===== src/rtl/icache_axi_refill_unit_pkg.sv =====
// Shared types and constants for the instruction-side AXI refill engine.
// Holds the refill FSM encoding, the AXI channel structs and the address alignment helper.
package icache_axi_refill_unit_pkg;

    localparam int ICACHE_LINE_WIDTH   = 128;
    localparam int ICACHE_REFILL_BEATS = ICACHE_LINE_WIDTH / 64;

    localparam int AXI_ID_WIDTH   = 4;
    localparam int AXI_ADDR_WIDTH = 64;
    localparam int AXI_DATA_WIDTH = 64;

    localparam logic [3:0] ARCACHE_CACHEABLE    = 4'b0011;
    localparam logic [3:0] ARCACHE_NONCACHEABLE = 4'b0000;
    localparam logic [1:0] AXI_BURST_INCR       = 2'b01;
    localparam logic [1:0] AXI_RESP_OKAY        = 2'b00;
    localparam logic [1:0] AXI_RESP_SLVERR      = 2'b10;
    localparam logic [2:0] AXI_SIZE_8B          = 3'b011;
    localparam logic [2:0] AXI_PROT_INSN        = 3'b100;

    typedef enum logic [1:0] {
        IDLE = 2'd0,
        AR   = 2'd1,
        R    = 2'd2
    } icache_refill_state_e;

    typedef struct packed {
        logic [AXI_ID_WIDTH-1:0]   id;
        logic [AXI_ADDR_WIDTH-1:0] addr;
        logic [7:0]                len;
        logic [2:0]                size;
        logic [1:0]                burst;
        logic                      lock;
        logic [3:0]                cache;
        logic [2:0]                prot;
    } axi_ax_chan_t;

    typedef struct packed {
        logic [AXI_DATA_WIDTH-1:0]   data;
        logic [AXI_DATA_WIDTH/8-1:0] strb;
        logic                        last;
    } axi_w_chan_t;

    typedef struct packed {
        logic [AXI_ID_WIDTH-1:0] id;
        logic [1:0]              resp;
    } axi_b_chan_t;

    typedef struct packed {
        logic [AXI_ID_WIDTH-1:0]   id;
        logic [AXI_DATA_WIDTH-1:0] data;
        logic [1:0]                resp;
        logic                      last;
    } axi_r_chan_t;

    typedef struct packed {
        axi_ax_chan_t aw;
        logic         aw_valid;
        axi_w_chan_t  w;
        logic         w_valid;
        logic         b_ready;
        axi_ax_chan_t ar;
        logic         ar_valid;
        logic         r_ready;
    } axi_req_t;

    typedef struct packed {
        logic        aw_ready;
        logic        ar_ready;
        logic        w_ready;
        logic        b_valid;
        axi_b_chan_t b;
        logic        r_valid;
        axi_r_chan_t r;
    } axi_resp_t;

    function automatic logic [63:0] align_down(input logic [63:0] addr, input int bytes);
        return addr & ~(64'(bytes) - 64'd1);
    endfunction

endpackage


===== src/rtl/icache_axi_refill_unit_if.sv =====
// Miss-request, line-return and AXI bus bundle of the refill engine.
// The slave modport is the refill engine's view; master is the cache/interconnect side.
interface icache_axi_refill_unit_if
    import icache_axi_refill_unit_pkg::*;
#(
    parameter int AxiIdWidth = AXI_ID_WIDTH,
    parameter int LineWidth  = ICACHE_LINE_WIDTH
) ();

    logic                  req_valid_i;
    logic                  req_ready_o;
    logic [63:0]           req_addr_i;
    logic                  req_nc_i;
    logic [AxiIdWidth-1:0] req_id_i;
    logic                  rtrn_valid_o;
    logic [LineWidth-1:0]  rtrn_data_o;
    logic [AxiIdWidth-1:0] rtrn_id_o;
    logic                  rtrn_err_o;
    logic                  busy_o;
    axi_req_t              axi_req_o;
    axi_resp_t             axi_resp_i;

    modport slave (
        input  req_valid_i, req_addr_i, req_nc_i, req_id_i, axi_resp_i,
        output req_ready_o, rtrn_valid_o, rtrn_data_o, rtrn_id_o, rtrn_err_o, busy_o, axi_req_o
    );

    modport master (
        output req_valid_i, req_addr_i, req_nc_i, req_id_i, axi_resp_i,
        input  req_ready_o, rtrn_valid_o, rtrn_data_o, rtrn_id_o, rtrn_err_o, busy_o, axi_req_o
    );

endinterface


===== src/rtl/icache_axi_refill_unit.sv =====
// Single-outstanding AXI read engine that turns one I$ miss into one AR burst and a full line.
// state | meaning
// IDLE  | ready for a miss request, no AXI activity
// AR    | ARVALID held with stable fields until ARREADY
// R     | collecting R beats into the line buffer until RLAST
module icache_axi_refill_unit
    import icache_axi_refill_unit_pkg::*;
#(
    parameter int AxiIdWidth = AXI_ID_WIDTH,
    parameter int LineWidth  = ICACHE_LINE_WIDTH,
    parameter int DataWidth  = AXI_DATA_WIDTH
) (
    input  logic                     clk_i,
    input  logic                     rst_ni,
    icache_axi_refill_unit_if.slave  bus
);

    localparam int NumBeats = LineWidth / DataWidth;
    localparam int BeatW    = $clog2(NumBeats);
    localparam logic [BeatW-1:0] LastBeat = BeatW'(NumBeats - 1);

    icache_refill_state_e  r_state;
    logic                  r_req_ready;
    logic                  r_busy;
    logic                  r_ar_valid;
    logic                  r_r_ready;
    logic [63:0]           r_ar_addr;
    logic [7:0]            r_ar_len;
    logic [3:0]            r_ar_cache;
    logic [AxiIdWidth-1:0] r_id;
    logic                  r_nc;
    logic [BeatW-1:0]      r_beat_cnt;
    logic                  r_err;
    logic [DataWidth-1:0]  r_line [NumBeats];
    logic                  r_rtrn_valid;
    logic [LineWidth-1:0]  r_rtrn_data;
    logic [AxiIdWidth-1:0] r_rtrn_id;
    logic                  r_rtrn_err;

    logic                  w_ar_hs;
    logic                  w_r_hs;
    logic [BeatW-1:0]      w_slot;
    logic                  w_last_slot;
    logic                  w_beat_err;
    logic [LineWidth-1:0]  w_line_next;
    logic                  w_unused;

    assign w_unused = ^{bus.axi_resp_i.aw_ready, bus.axi_resp_i.w_ready,
                        bus.axi_resp_i.b_valid, bus.axi_resp_i.b};

    // A beat is flagged when it carries a bad response or ID, or when RLAST disagrees
    // with the slot that should close the burst (early or missing RLAST).
    always_comb begin
        w_ar_hs     = r_ar_valid & bus.axi_resp_i.ar_ready;
        w_r_hs      = r_r_ready & bus.axi_resp_i.r_valid;
        w_slot      = r_nc ? '0 : r_beat_cnt;
        w_last_slot = r_nc ? 1'b1 : (r_beat_cnt == LastBeat);
        w_beat_err  = (bus.axi_resp_i.r.resp != AXI_RESP_OKAY) |
                      (bus.axi_resp_i.r.id != r_id) |
                      (bus.axi_resp_i.r.last != w_last_slot);
        w_line_next = '0;
        for (int k = 0; k < NumBeats; k++) begin
            w_line_next[k*DataWidth +: DataWidth] = r_line[k];
        end
        if (w_r_hs) begin
            w_line_next[int'(w_slot)*DataWidth +: DataWidth] = bus.axi_resp_i.r.data;
        end
    end

    always_ff @(posedge clk_i or negedge rst_ni) begin
        if (!rst_ni) begin
            r_state      <= IDLE;
            r_req_ready  <= 1'b1;
            r_busy       <= 1'b0;
            r_ar_valid   <= 1'b0;
            r_r_ready    <= 1'b0;
            r_ar_addr    <= '0;
            r_ar_len     <= '0;
            r_ar_cache   <= '0;
            r_id         <= '0;
            r_nc         <= 1'b0;
            r_beat_cnt   <= '0;
            r_err        <= 1'b0;
            r_rtrn_valid <= 1'b0;
            r_rtrn_data  <= '0;
            r_rtrn_id    <= '0;
            r_rtrn_err   <= 1'b0;
            for (int k = 0; k < NumBeats; k++) begin
                r_line[k] <= '0;
            end
        end else begin
            r_rtrn_valid <= 1'b0;
            unique case (r_state)
                IDLE: begin
                    if (bus.req_valid_i) begin
                        r_state     <= AR;
                        r_req_ready <= 1'b0;
                        r_busy      <= 1'b1;
                        r_ar_valid  <= 1'b1;
                        r_nc        <= bus.req_nc_i;
                        r_id        <= bus.req_id_i;
                        r_ar_addr   <= bus.req_nc_i ? align_down(bus.req_addr_i, 8)
                                                    : align_down(bus.req_addr_i, LineWidth / 8);
                        r_ar_len    <= bus.req_nc_i ? 8'd0 : 8'(NumBeats - 1);
                        r_ar_cache  <= bus.req_nc_i ? ARCACHE_NONCACHEABLE : ARCACHE_CACHEABLE;
                        r_beat_cnt  <= '0;
                        r_err       <= 1'b0;
                        for (int k = 0; k < NumBeats; k++) begin
                            r_line[k] <= '0;
                        end
                    end
                end
                AR: begin
                    if (w_ar_hs) begin
                        r_state    <= R;
                        r_ar_valid <= 1'b0;
                        r_r_ready  <= 1'b1;
                    end
                end
                R: begin
                    if (w_r_hs) begin
                        r_line[w_slot] <= bus.axi_resp_i.r.data;
                        if (r_beat_cnt != LastBeat) begin
                            r_beat_cnt <= r_beat_cnt + BeatW'(1);
                        end
                        r_err <= r_err | w_beat_err;
                        if (bus.axi_resp_i.r.last) begin
                            r_state      <= IDLE;
                            r_r_ready    <= 1'b0;
                            r_busy       <= 1'b0;
                            r_req_ready  <= 1'b1;
                            r_rtrn_valid <= 1'b1;
                            r_rtrn_data  <= w_line_next;
                            r_rtrn_id    <= r_id;
                            r_rtrn_err   <= r_err | w_beat_err;
                        end
                    end
                end
                default: r_state <= IDLE;
            endcase
        end
    end

    always_comb begin
        bus.axi_req_o          = '0;
        bus.axi_req_o.b_ready  = 1'b1;
        bus.axi_req_o.ar_valid = r_ar_valid;
        bus.axi_req_o.ar.id    = r_id;
        bus.axi_req_o.ar.addr  = r_ar_addr;
        bus.axi_req_o.ar.len   = r_ar_len;
        bus.axi_req_o.ar.size  = AXI_SIZE_8B;
        bus.axi_req_o.ar.burst = AXI_BURST_INCR;
        bus.axi_req_o.ar.lock  = 1'b0;
        bus.axi_req_o.ar.cache = r_ar_cache;
        bus.axi_req_o.ar.prot  = AXI_PROT_INSN;
        bus.axi_req_o.r_ready  = r_r_ready;
    end

    assign bus.req_ready_o  = r_req_ready;
    assign bus.busy_o       = r_busy;
    assign bus.rtrn_valid_o = r_rtrn_valid;
    assign bus.rtrn_data_o  = r_rtrn_data;
    assign bus.rtrn_id_o    = r_rtrn_id;
    assign bus.rtrn_err_o   = r_rtrn_err;

endmodule


===== src/flat_wrapper.sv =====
// flat-port wrapper written by rule: the top's interface ports become plain ports
module icache_axi_refill_unit_flat import icache_axi_refill_unit_pkg::*;
#(
    parameter int AxiIdWidth = AXI_ID_WIDTH,
    parameter int LineWidth  = ICACHE_LINE_WIDTH,
    parameter int DataWidth  = AXI_DATA_WIDTH
)
  (clk_i, rst_ni, bus_req_valid_i, bus_req_addr_i, bus_req_nc_i, bus_req_id_i, bus_axi_resp_i, bus_req_ready_o, bus_rtrn_valid_o, bus_rtrn_data_o, bus_rtrn_id_o, bus_rtrn_err_o, bus_busy_o, bus_axi_req_o);
  icache_axi_refill_unit_if #(.AxiIdWidth(AxiIdWidth), .LineWidth(LineWidth)) bus_i ();
  input  logic clk_i;
  input  logic rst_ni;
  input wire logic [$bits(bus_i.req_valid_i)-1:0] bus_req_valid_i;
  input wire logic [$bits(bus_i.req_addr_i)-1:0] bus_req_addr_i;
  input wire logic [$bits(bus_i.req_nc_i)-1:0] bus_req_nc_i;
  input wire logic [$bits(bus_i.req_id_i)-1:0] bus_req_id_i;
  input wire logic [$bits(bus_i.axi_resp_i)-1:0] bus_axi_resp_i;
  output wire logic [$bits(bus_i.req_ready_o)-1:0] bus_req_ready_o;
  output wire logic [$bits(bus_i.rtrn_valid_o)-1:0] bus_rtrn_valid_o;
  output wire logic [$bits(bus_i.rtrn_data_o)-1:0] bus_rtrn_data_o;
  output wire logic [$bits(bus_i.rtrn_id_o)-1:0] bus_rtrn_id_o;
  output wire logic [$bits(bus_i.rtrn_err_o)-1:0] bus_rtrn_err_o;
  output wire logic [$bits(bus_i.busy_o)-1:0] bus_busy_o;
  output wire logic [$bits(bus_i.axi_req_o)-1:0] bus_axi_req_o;
  assign bus_i.req_valid_i = bus_req_valid_i;
  assign bus_i.req_addr_i = bus_req_addr_i;
  assign bus_i.req_nc_i = bus_req_nc_i;
  assign bus_i.req_id_i = bus_req_id_i;
  assign bus_i.axi_resp_i = bus_axi_resp_i;
  assign bus_req_ready_o = bus_i.req_ready_o;
  assign bus_rtrn_valid_o = bus_i.rtrn_valid_o;
  assign bus_rtrn_data_o = bus_i.rtrn_data_o;
  assign bus_rtrn_id_o = bus_i.rtrn_id_o;
  assign bus_rtrn_err_o = bus_i.rtrn_err_o;
  assign bus_busy_o = bus_i.busy_o;
  assign bus_axi_req_o = bus_i.axi_req_o;
  icache_axi_refill_unit #(.AxiIdWidth(AxiIdWidth), .LineWidth(LineWidth), .DataWidth(DataWidth)) u_core (.clk_i(clk_i), .rst_ni(rst_ni), .bus(bus_i));
endmodule

===== config.mk =====
export PLATFORM = sky130hd
export DESIGN_NAME = icache_axi_refill_unit_flat
export DESIGN_NICKNAME = d
export VERILOG_FILES = /design/src/rtl/icache_axi_refill_unit_pkg.sv /design/src/rtl/icache_axi_refill_unit_if.sv /design/src/rtl/icache_axi_refill_unit.sv /design/src/flat_wrapper.sv
export SDC_FILE = /design/constraint.sdc
export NUM_CORES = 1
export LEC_CHECK = 0
export ABC_AREA = 1
export CORE_AREA = 5 5 209 211
export DETAILED_ROUTE_END_ITERATION = 8
export DIE_AREA = 0 0 214 216
export PLACE_DENSITY = 0.7
export SLEW_MARGIN = 20
export SYNTH_ARGS = -nofsm -noshare
export SYNTH_HDL_FRONTEND = slang
export SYNTH_SLANG_ARGS = --single-unit

===== constraint.sdc =====
create_clock -name clk_i -period 2.9 [get_ports clk_i]
set_input_delay 0.58 -clock clk_i [delete_from_list [all_inputs] [get_ports clk_i]]
set_output_delay 0.58 -clock clk_i [all_outputs]
set_load 0.01 [all_outputs]

==> summary.md, run 1 <==
| Metric | Value |
|---|---|
| Outcome | finished clean |
| Worst-path fanout max | 2 |
| DRT iter0 DRCs | 1191 |
| Final net count | between 2k and 2.5k |
| Flop pwr share | 0.374 |
| Max-cap violation count | 0 |
| Met3 Routed Length | between 3000 and 4000 um |
| Pwr Total | slightly above 20 mW |
| # placed instances | 2476 |
| Setup violators final | 0 |
| Critical Path RT | approximately 2.3 ns |
| Routability Congestion | a little over 0.8 |
| Wirelength, routed | between 40000 and 50000 um |
| CTS Buf Count | 39 |
| Worst path bufs/invs | 1 |
| Yosys warning count | 0 |
| # fillers | approximately 3.9k |
| Top delay family on crit path | buffers and inverters |
| Fmax | roughly 0.45 GHz |
| Mapped Cells | between 1.5k and 2k |
| Core region area | 41600 um2 |
| Finished layout cell area | 19500 um2 |
| Sw Share | 0.347 |
| CTS Root Cell | clkbuf_16 |
| DR vias | 12.1k |
| Cell Area, Synth | about 15000 um2 |
| PortBufs | 347 |
| DRC errors left | 0 |
| Layout cells sized above 1 | 0.0513 |
| Die W | 214 um |
| Vias in the first global route | about 12k |
| Clk pwr share | 0.250 |
| Measured slew at the worst slew-check pin | approximately 0.89 ns |
| Final hold violation count | 0 |
| DPL Wire Length | slightly below 30000 um |
| CP cell instances | clkdlybuf4s50_1 |
| Pre-CTS setup slack | about 0.47 ns |
| Met2 WL | around 21000 um |
| First-pass GRT wire length | a little under 70000 um |
| Startpoint Class | register |
| Cell row count | 75 |
| Setup_tns | 0 ns |
| Netlist cell types | 25 |
| Drt wl/cell | 17.0 um |
| Lkg Pwr | a little under 9 nW |
| Chip height | between 200 and 250 um |
| WS Path Type | reg2out |
| I/O pin count | 546 |
| CTS Hold Bufs | 0 |
| WL met1 | between 15000 and 20000 um |
| Average size of a mapped cell | just under 9 um2 |
| Worst skew pair latency | between 0.5 and 0.6 ns |
| Post-route ant nets | 0 |
| Final period util | 0.758 |
| Post-Layout Cell Count | roughly 2.5k |
| Post-CTS Resized | 0 |
| Post-synthesis sequential area ratio | 0.566 |
| Fin crit period | 2.20 ns |
| Clock sink count | 337 |
| P_sw | 7.20 mW |
| Drt first pass iters | 6 |
| Min-Delay Path Class | in2async |
| Slew margin rel. | 0.409 |
| H-tree depth | 2 |
| Worst-path clk slew | around 0.060 ns |
| Top cell type's share of synthesized area | 0.565 |
| Critical Path AT | roughly 1.6 ns |
| Clock buffer depth | 3 |
| Min Hold Slack | around 0.025 ns |
| Logic pwr share | 0.376 |
| Max incr delay on CP | between 0.5 and 0.6 ns |
| Ranking of synthesized cells by area | dfrtp_1, nand2_1, buf_4 |
| Largest net degree at the start of global routing | ~130 |
| RSZ-0062 raised after global routing | false |
| Yosys top cell by area | dfrtp_1 |
| Peak VDD IR | just over 600 uV |
| Power Density | 1060 nW/um2 |
| Worst Skew | between 0.015 and 0.02 ns |
| GRT overflow | 0 |
| Starting density of the core | 0.358 |
| Die ar. | 46200 um2 |
| Placement-stage cell area | 18100 um2 |
| Fin util | 0.469 |
| Final Slew Violations | 0 |
| Setup bufs post-CTS | 0 |
| Internal cell power | about 14 mW |
| TritonCTS clock tree | done |
| Crit path capture type | primary output |
| Synth-to-layout area growth | 30.9% |
| Uppermost layer routed | met4 |
| Final worst slack | approximately 0.7 ns |
| Initial antenna violation count | 2 |
| Slowest cell on the critical path | clkdlybuf4s50_1 |
| Post-DR vias/cell | approximately 4.7 |
| Synth Register Bits | 337 |
| Aggregate global-route resource usage | 0.179 |
power groups by stage:
stage / sequential [mW] / combinational, mW / clock (mW)
final: 7.76 / 7.80 / 5.19
after CTS: 7.77 / 7.91 / 5.31
after global placement: 7.72 / 7.71 / 0
after floorplan: 8.25 / 3.22 / 0
after global routing: 7.99 / 8.52 / 5.51
after detailed placement: 7.81 / 7.87 / 0
layout by cell type, fill, tap and decap left out, types with 2 or more instances in the layout:
| cell type | synthesis | layout |
|---|---|---|
| diode_2 | 0 | 2 |
| clkbuf_1 | 23 | 6 |
| nor2_4 | 2 | 3 |
| inv_1 | 12 | 11 |
| nand2_1 | 616 | 615 |
| inv_6 | 0 | 3 |
| buf_4 | 196 | 13 |
| clkinv_2 | 0 | 7 |
| o21ai_0 | 99 | 99 |
| clkbuf_16 | 0 | 40 |
| o21ai_1 | 35 | 35 |
| buf_12 | 0 | 13 |
| a31oi_1 | 128 | 128 |
| conb_1 | 2 | 186 |
| nand2_4 | 1 | 2 |
| dfrtp_1 | 336 | 336 |
| clkbuf_8 | 0 | 5 |
| bufinv_16 | 0 | 6 |
| nor2_1 | 134 | 134 |
| o21ai_4 | 2 | 2 |
| xnor2_1 | 3 | 3 |
| clkdlybuf4s50_1 | 0 | 346 |
| inv_2 | 3 | 3 |
synth_stat cells:
cell type / instances
nor2_2: 1
dfrtp_1: 336
xnor2_1: 3
nand2_2: 1
nor2_1: 134
nor2_4: 2
nand3_1: 1
a31oi_1: 128
clkbuf_2: 1
clkbuf_1: 23
conb_1: 2
inv_1: 12
nor3_1: 1
o21ai_0: 99
inv_2: 3
nand2_1: 616
o21a_1: 1
nand2_4: 1
buf_6: 13
o21ai_4: 2
dfstp_2: 1
buf_2: 53
buf_4: 196
o21ai_1: 35
o21bai_1: 1
flip-flops by register name, summed over array words and instances, names as in the netlist, 2 cells and up:
signal,flops
u_core.r_id,4
u_core.r_ar_addr,61
u_core.r_line,128
u_core.bus.rtrn_data_o,128
u_core.r_state,2
u_core.bus.rtrn_id_o,4
metal layers:
layer,vias to the layer above,track usage
met5,-,0
met2,524,0.302
met4,0,0.0651
li1,5619,-
met3,78,0.0562
met1,5867,0.218
cell families (layout without fill, tap and decap cells):
logic type / Yosys count / in the layout / share of synthesized area
buffers and inverters: 301 / 457 / 0.136
AND/OR/NAND/NOR: 757 / 757 / 0.193
AO/OA/AOI/OAI: 266 / 266 / 0.102
other: 2 / 188 / 0.000504
flip-flops: 337 / 337 / 0.566
XOR/XNOR: 3 / 3 / 0.00177
layout make-up:
type | count | area, um2 | share of cell area
antenna | 2 | 5.00 | 0.000257
clock buffer | 51 | 1090 | 0.0560
clock inverter | 18 | 265 | 0.0136
inverter | 15 | 58.8 | 0.00302
multi-input combinational | 1212 | 5130 | 0.263
sequential | 337 | 8430 | 0.433
tap | 539 | 674 | 0.0346
timing repair buffer | 373 | 3840 | 0.197
path summary, 6_finish.rpt:
| path | start | to | slack, ns | depth (start not counted) |
|---|---|---|---|---|
| max in group asynchronous | rst_ni | u_core.bus.req_ready_o | 2.05 | 2 |
| max | u_core.bus.req_ready_o | bus_req_ready_o | 0.70 | 1 |
| min | rst_ni | u_core.bus.rtrn_data_o[18] | 0.02 | 1 |
| min reg2reg | u_core.bus.busy_o | u_core.bus.busy_o | 0.47 | 2 |
| min in group clk_i | u_core.bus.busy_o | u_core.bus.busy_o | 0.47 | 2 |
| max reg2reg | u_core.r_beat_cnt | u_core.r_line[22] | 0.87 | 7 |
Power figures use the tool's default switching activity.
==> run 2, diff against run 1 <==
--- a/config.mk
+++ b/config.mk
@@ -6,10 +6,11 @@
 export NUM_CORES = 1
 export LEC_CHECK = 0
 export ABC_AREA = 1
-export CORE_AREA = 5 5 209 211
+export CORE_ASPECT_RATIO = 0.6
+export CORE_MARGIN = 5
+export CORE_UTILIZATION = 41
 export DETAILED_ROUTE_END_ITERATION = 8
-export DIE_AREA = 0 0 214 216
-export PLACE_DENSITY = 0.7
+export PLACE_DENSITY = 0.81
 export SLEW_MARGIN = 20
 export SYNTH_ARGS = -nofsm -noshare
 export SYNTH_HDL_FRONTEND = slang
==> constraint.sdc (replaced) <==
create_clock -name clk_i -period 2 [get_ports clk_i]
set_input_delay 0.4 -clock clk_i [delete_from_list [all_inputs] [get_ports clk_i]]
set_output_delay 0.4 -clock clk_i [all_outputs]
set_load 0.01 [all_outputs]
==> run 2 against run 1 <==
Against the previous run:
- via count is 0.22% higher
- sequential cell count stayed put
- register-to-register slack worse by 0.50 ns
- worst hold slack better by 0.34 ns
- non-clock buffer count is 25 higher
- power is 43% higher
- sequential power is 44% higher
- setup slack worse by 0.63 ns
- first-iteration DRC count is 1.1% higher
- design area is 0.59% higher
- critical path depth stayed put
- count of clock-buffer cells in the layout is 4 lower
- critical path type unchanged
- largest cell class unchanged
- largest power group unchanged
- highest routed layer is now met5
==> summary.md, run 2 (synthesis results as in run 1) <==
| Metric | Value |
|---|---|
| Outcome | finished clean (unchanged) |
| Aggregate global-route resource usage | 0.205 (was 0.179) |
| Die W | 256 um (was 214 um) |
| Post-route ant nets | 0 (unchanged) |
| Crit path capture type | primary output (unchanged) |
| Critical Path RT | 1.60 ns (was 2.32 ns) |
| Vias in the first global route | 11.9k (was 12.0k) |
| Core region area | 36100 um2 (was 41600 um2) |
| CTS Buf Count | 35 (was 39) |
| First-pass GRT wire length | 66700 um (was 67500 um) |
| Top delay family on crit path | buffers and inverters (unchanged) |
| Final net count | 2153 (was 2132) |
| DRC errors left | 0 (unchanged) |
| DRT iter0 DRCs | 1204 (was 1191) |
| Max incr delay on CP | 0.66 ns (was 0.56 ns) |
| Clock sink count | 337 (unchanged) |
| Min-Delay Path Class | in2async (unchanged) |
| Most frequent cells in the layout | nand2_1, clkdlybuf4s50_1, dfrtp_1, conb_1, nor2_1 (unchanged) |
| Routability Congestion | 0.857 (was 0.819) |
| CP cell instances | clkdlybuf4s50_1 (unchanged) |
| Final hold violation count | 0 (unchanged) |
| Die ar. | 40400 um2 (was 46200 um2) |
| Worst-path clk slew | 0.06 ns (about the same) |
| Fin util | 0.543 (was 0.469) |
| # placed instances | 2437 (was 2476) |
| Fmax | between 0.5 and 0.6 GHz |
| Startpoint Class | register (unchanged) |
| Drt first pass iters | 5 (was 6) |
| Worst skew pair latency | 0.53 ns (was 0.54 ns) |
| Worst-path fanout max | 2 (unchanged) |
| Final Slew Violations | 0 (unchanged) |
| Lkg Pwr | 8.96 nW (was 8.85 nW) |
| Layout cells sized above 1 | 0.0607 (was 0.0513) |
| CTS Root Cell | clkbuf_16 (unchanged) |
| Worst path bufs/invs | 1 (unchanged) |
| DPL Wire Length | 30900 um (was 29400 um) |
| Drt wl/cell | 17.3 um (was 17.0 um) |
| Wirelength, routed | 43300 um (about the same) |
| Initial antenna violation count | 3 (was 2) |
| I/O pin count | 546 (unchanged) |
| Chip height | 158 um (was 216 um) |
| Min Hold Slack | 0.368 ns (was 0.0245 ns) |
| WS Path Type | reg2out (unchanged) |
| Final period util | 0.964 |
| Flop pwr share | 0.379 (was 0.374) |
| Cell row count | 54 (was 75) |
| RSZ-0062 raised after global routing | false (unchanged) |
| Max-cap violation count | 0 (unchanged) |
| Clock buffer depth | 3 (unchanged) |
| Worst Skew | 0.0298 ns (was 0.0168 ns) |
| Critical Path AT | 1.53 ns (was 1.62 ns) |
| Logic pwr share | 0.390 (was 0.376) |
| Synth-to-layout area growth | 31.7% (was 30.9%) |
| DR vias | 12.1k (about the same) |
| Slowest cell on the critical path | clkdlybuf4s50_1 (unchanged) |
| Setup bufs post-CTS | 0 (unchanged) |
| Final worst slack | 0.0721 ns (was 0.701 ns) |
| P_sw | 10.4 mW (was 7.20 mW) |
| Largest net degree at the start of global routing | 68 (was 132) |
| Pre-CTS setup slack | 0.0207 ns (was 0.466 ns) |
| Setup_tns | 0 ns (unchanged) |
| Starting density of the core | 0.413 (was 0.358) |
| Sw Share | 0.350 (was 0.347) |
| Peak VDD IR | 752 uV (was 618 uV) |
| Post-DR vias/cell | 4.84 (was 4.75) |
| TritonCTS clock tree | done (unchanged) |
| Setup violators final | 0 (unchanged) |
| Commonest non-fill, non-tap cell in the layout | nand2_1 (unchanged) |
| # fillers | 3156 (was 3863) |
| Clk pwr share | 0.230 (was 0.250) |
| Internal cell power | 19.3 mW (was 13.6 mW) |
| Fin crit period | just under 2 ns |
| Power Density | 1510 nW/um2 (was 1060 nW/um2) |
| PortBufs | 347 (unchanged) |
| GRT overflow | 0 (unchanged) |
| H-tree depth | 2 (unchanged) |
| Post-Layout Cell Count | 2504 (was 2547) |
## run 2: metal layers
layer / up-vias / track usage / share of wire
met4: 2 / 0.0601 / 0.025
li1: 5652 / - / -
met5: - / 0 / 0.00025
met1: 5980 / 0.270 / 0.41
met3: 82 / 0.0520 / 0.063
met2: 399 / 0.343 / 0.50
## run 2: worst paths after layout
path | slack (ns) | cells past startpoint | startpoint | endpoint
min | 0.37 | 2 | rst_ni | u_core.r_ar_addr[3]
min in group clk_i | 0.42 | 3 | bus_req_addr_i[33] | u_core.r_ar_addr[33]
max reg2reg | 0.37 | 6 | u_core.r_beat_cnt | u_core.bus.rtrn_data_o[41]
max | 0.07 | 1 | u_core.bus.rtrn_err_o | bus_rtrn_err_o
max in group asynchronous | 0.81 | 3 | rst_ni | u_core.bus.rtrn_data_o[125]
min reg2reg | 0.47 | 2 | u_core.r_ar_addr[10] | u_core.r_ar_addr[10]
## run 2: through the flow
stage / cell area (um2) / total power [mW]
finish: 19600 / 29.7
global route: 19600 / 31.5
CTS: 19600 / 30.0
global placement: 18400 / 22.6
detailed placement: 18400 / 23.0
floorplan: 15600 / 16.6
## run 2: area by class of cell
type	instances	area (um2)	share of cell area
inverter	15	58.8	0.00300
clock buffer	47	1000	0.0511
multi-input combinational	1212	5130	0.261
sequential	337	8440	0.430
antenna	3	7.51	0.000383
timing repair buffer	398	4180	0.213
clock inverter	16	205	0.0105
tap	476	596	0.0304
## run 2: repair_timing
action	CTS	global route
endpoints found under the setup margin	2	2
endpoints found under the hold margin	24	0
hold buffers	1	0
pin swaps	0	0
gates resized for setup	2	2
## run 2: power by group through the flow
stage,logic [mW],registers [mW],clock network (mW)
3_5_place_dp,11.7,11.3,0
2_1_floorplan,4.67,12.0,0
6_report,11.6,11.2,6.83
4_1_cts,11.7,11.2,6.99
5_1_grt,12.6,11.6,7.31
3_3_place_gp,11.4,11.2,0
==> run 3, diff against run 2 <==
--- a/config.mk
+++ b/config.mk
@@ -11,6 +11,7 @@
 export CORE_UTILIZATION = 41
 export DETAILED_ROUTE_END_ITERATION = 8
 export PLACE_DENSITY = 0.81
+export REMOVE_ABC_BUFFERS = 1
 export SLEW_MARGIN = 20
 export SYNTH_ARGS = -nofsm -noshare
 export SYNTH_HDL_FRONTEND = slang
==> run 3 against run 2 <==
Against the previous run:
- via count hardly changed
- sequential power is essentially flat
- combinational power barely moved
- critical path type unchanged
- clock power shrank 10%
- core utilization decreased by 0.44 points
- design area fell by 0.81%
- largest power group unchanged
- fmax up 0.21%
- die area unchanged
==> summary.md, run 3 (synthesis results as in run 1) <==
| Metric | Value |
|---|---|
| Drt wl/cell | 16.8 um (was 17.3 um) |
| Internal cell power | 18.7 mW (was 19.3 mW) |
| Worst Skew | 0.0121 ns (was 0.0298 ns) |
| Worst skew pair latency | 0.52 ns (was 0.53 ns) |
| Logic pwr share | 0.399 (was 0.390) |
| Lkg Pwr | 8.89 nW (was 8.96 nW) |
| Post-DR vias/cell | 4.84 (about the same) |
| Placement-stage cell area | 18400 um2 (about the same) |
| Max-cap violation count | 0 (unchanged) |
| Worst-path clk slew | 0.06 ns (about the same) |
| Initial antenna violation count | 1 (was 3) |
| Layout cells sized above 1 | 0.0593 (was 0.0607) |
| FF-to-FF path depth | 6 (unchanged) |
| Slew margin rel. | 0.663 |
| DR vias | 12.1k (about the same) |
| CTS Buf Count | 34 (was 35) |
| RSZ-0062 raised after global routing | false (unchanged) |
| Startpoint Class | register (unchanged) |
| Setup bufs post-CTS | 0 (unchanged) |
| WS Path Type | reg2out (unchanged) |
| Top delay family on crit path | buffers and inverters (unchanged) |
| Fin crit period | 1.92 ns (was 1.93 ns) |
| PortBufs | 347 (unchanged) |
| Die ar. | 40400 um2 (unchanged) |
| Post-route ant nets | 0 (unchanged) |
| Max incr delay on CP | 0.58 ns (was 0.66 ns) |
| Starting density of the core | 0.413 (unchanged) |
| Largest net degree at the start of global routing | 86 (was 68) |
| Commonest non-fill, non-tap cell in the layout | nand2_1 (unchanged) |
| I/O pin count | 546 (unchanged) |
| Final hold violation count | 0 (unchanged) |
| Chip height | 158 um (unchanged) |
| Drt first pass iters | 7 (was 5) |
| Routability Congestion | 0.831 (was 0.857) |
| Peak VDD IR | 918 uV (was 752 uV) |
| Final period util | 0.962 (was 0.964) |
| Final net count | 2154 (was 2153) |
| Clock buffer depth | 3 (unchanged) |
| Synth-to-layout area growth | 30.6% (was 31.7%) |
| Worst reg2reg path startpoint | u_core.r_nc (was u_core.r_beat_cnt) |
| Slowest cell on the critical path | clkdlybuf4s50_1 (unchanged) |
| P_sw | 10.3 mW (was 10.4 mW) |
| Crit path capture type | primary output (unchanged) |
| Min Hold Slack | 0.417 ns (was 0.368 ns) |
| CTS Root Cell | clkbuf_16 (unchanged) |
| Setup violators final | 0 (unchanged) |
| Critical Path RT | 1.60 ns (about the same) |
| CP cell instances | clkdlybuf4s50_1 (unchanged) |
| Outcome | finished clean (unchanged) |
| Die W | 256 um (unchanged) |
| Vias in the first global route | 12.0k (was 11.9k) |
| Worst-path fanout max | 4 (was 2) |
| DRC errors left | 0 (unchanged) |
| Cell row count | 54 (unchanged) |
| Measured slew at the worst slew-check pin | between 0.5 and 0.6 ns |
| Reg2reg setup slack | 0.37 ns (about the same) |
| Most frequent cells in the layout | nand2_1, clkdlybuf4s50_1, dfrtp_1, conb_1, nor2_1 (unchanged) |
| Wirelength, routed | 42000 um (was 43300 um) |
| H-tree depth | 2 (unchanged) |
| GRT overflow | 0 (unchanged) |
| First-pass GRT wire length | 65400 um (was 66700 um) |
| Critical Path AT | 1.52 ns (was 1.53 ns) |
| TritonCTS clock tree | done (unchanged) |
| Core region area | 36100 um2 (unchanged) |
| Finished layout cell area | 19400 um2 (was 19600 um2) |
| Aggregate global-route resource usage | 0.198 (was 0.205) |
| Sw Share | 0.356 (was 0.350) |
| Final Slew Violations | 0 (unchanged) |
| Worst r2r dst | u_core.r_line[72] (was u_core.bus.rtrn_data_o[41]) |
| DRT iter0 DRCs | 1070 (was 1204) |
| Power Density | 1490 nW/um2 (was 1510 nW/um2) |
| Flop pwr share | 0.390 (was 0.379) |
| Clock sink count | 337 (unchanged) |
| Worst path bufs/invs | 1 (unchanged) |
| Clk pwr share | 0.211 (was 0.230) |
| Min-Delay Path Class | in2async (unchanged) |
| DPL Wire Length | 29500 um (was 30900 um) |
| Fmax | 0.520 GHz (was 0.519 GHz) |
-- run 3: how the worst max path moves through the flow --
stage,cells after the start,from,slack (ns),end
3_5_place_dp,9,bus_axi_resp_i[71],-0.06,u_core.bus.rtrn_data_o[54]
5_1_grt,1,u_core.r_id[3],0.03,bus_axi_req_o[90]
6_report,1,u_core.r_id[0],0.08,bus_axi_req_o[87]
2_1_floorplan,5,u_core.r_nc,-5.00,u_core.r_line[107]
3_3_place_gp,9,bus_axi_resp_i[71],0.04,u_core.bus.rtrn_data_o[62]
4_1_cts,1,u_core.r_ar_addr[55],0.01,bus_axi_req_o[78]
-- run 3: timing repair --
| item | 4_1_cts | 5_1_grt |
|---|---|---|
| pin swaps | 0 | 0 |
| endpoints found under the hold margin | 42 | 0 |
| hold buffers | 1 | 0 |
| setup endpoints to repair | 1 | 1 |
| gates resized for setup | 1 | 1 |
-- run 3: area by class of cell --
cell class / instances / area, um2
Sequential cell: 337 / 8440
Clock inverter: 12 / 91.3
Fill cell: 3121 / 16600
Antenna cell: 1 / 2.50
Inverter: 15 / 58.8
Tap cell: 476 / 596
Multi-Input combinational cell: 1212 / 5130
Clock buffer: 48 / 973
Timing Repair Buffer: 400 / 4170
-- run 3: metal layers --
metal	routed length, um	part of all wire	track usage	vias up
met5	0	0	0	-
met4	1010	0.024	0.0573	0
met3	2750	0.065	0.0392	63
met2	20700	0.49	0.334	473
met1	17500	0.42	0.264	5921
li1	-	-	-	5654
-- run 3: power by group through the flow --
stage | Clock, mW | Combinational [mW] | Sequential, mW
floorplan | 0 | 3.96 | 12.0
global placement | 0 | 11.3 | 11.2
detailed placement | 0 | 11.6 | 11.4
CTS | 6.27 | 11.7 | 11.3
global route | 6.58 | 12.6 | 11.6
finish | 6.13 | 11.6 | 11.3
-- run 3: per-stage QoR --
step | setup WS [ns] | util | instances | total power [mW] | TNS, ns
after floorplan | -5.00 | - | 1564 | 16.0 | -1034.70
after global placement | 0.0386 | 0.509 | 2439 | 22.5 | 0
after detailed placement | -0.0595 | 0.509 | 2439 | 23.0 | -0.576
after CTS | 0.0142 | 0.539 | 2500 | 29.3 | 0
after global routing | 0.0335 | 0.539 | 2501 | 30.8 | 0
final | 0.0762 | 0.539 | 2501 | 29.0 | 0
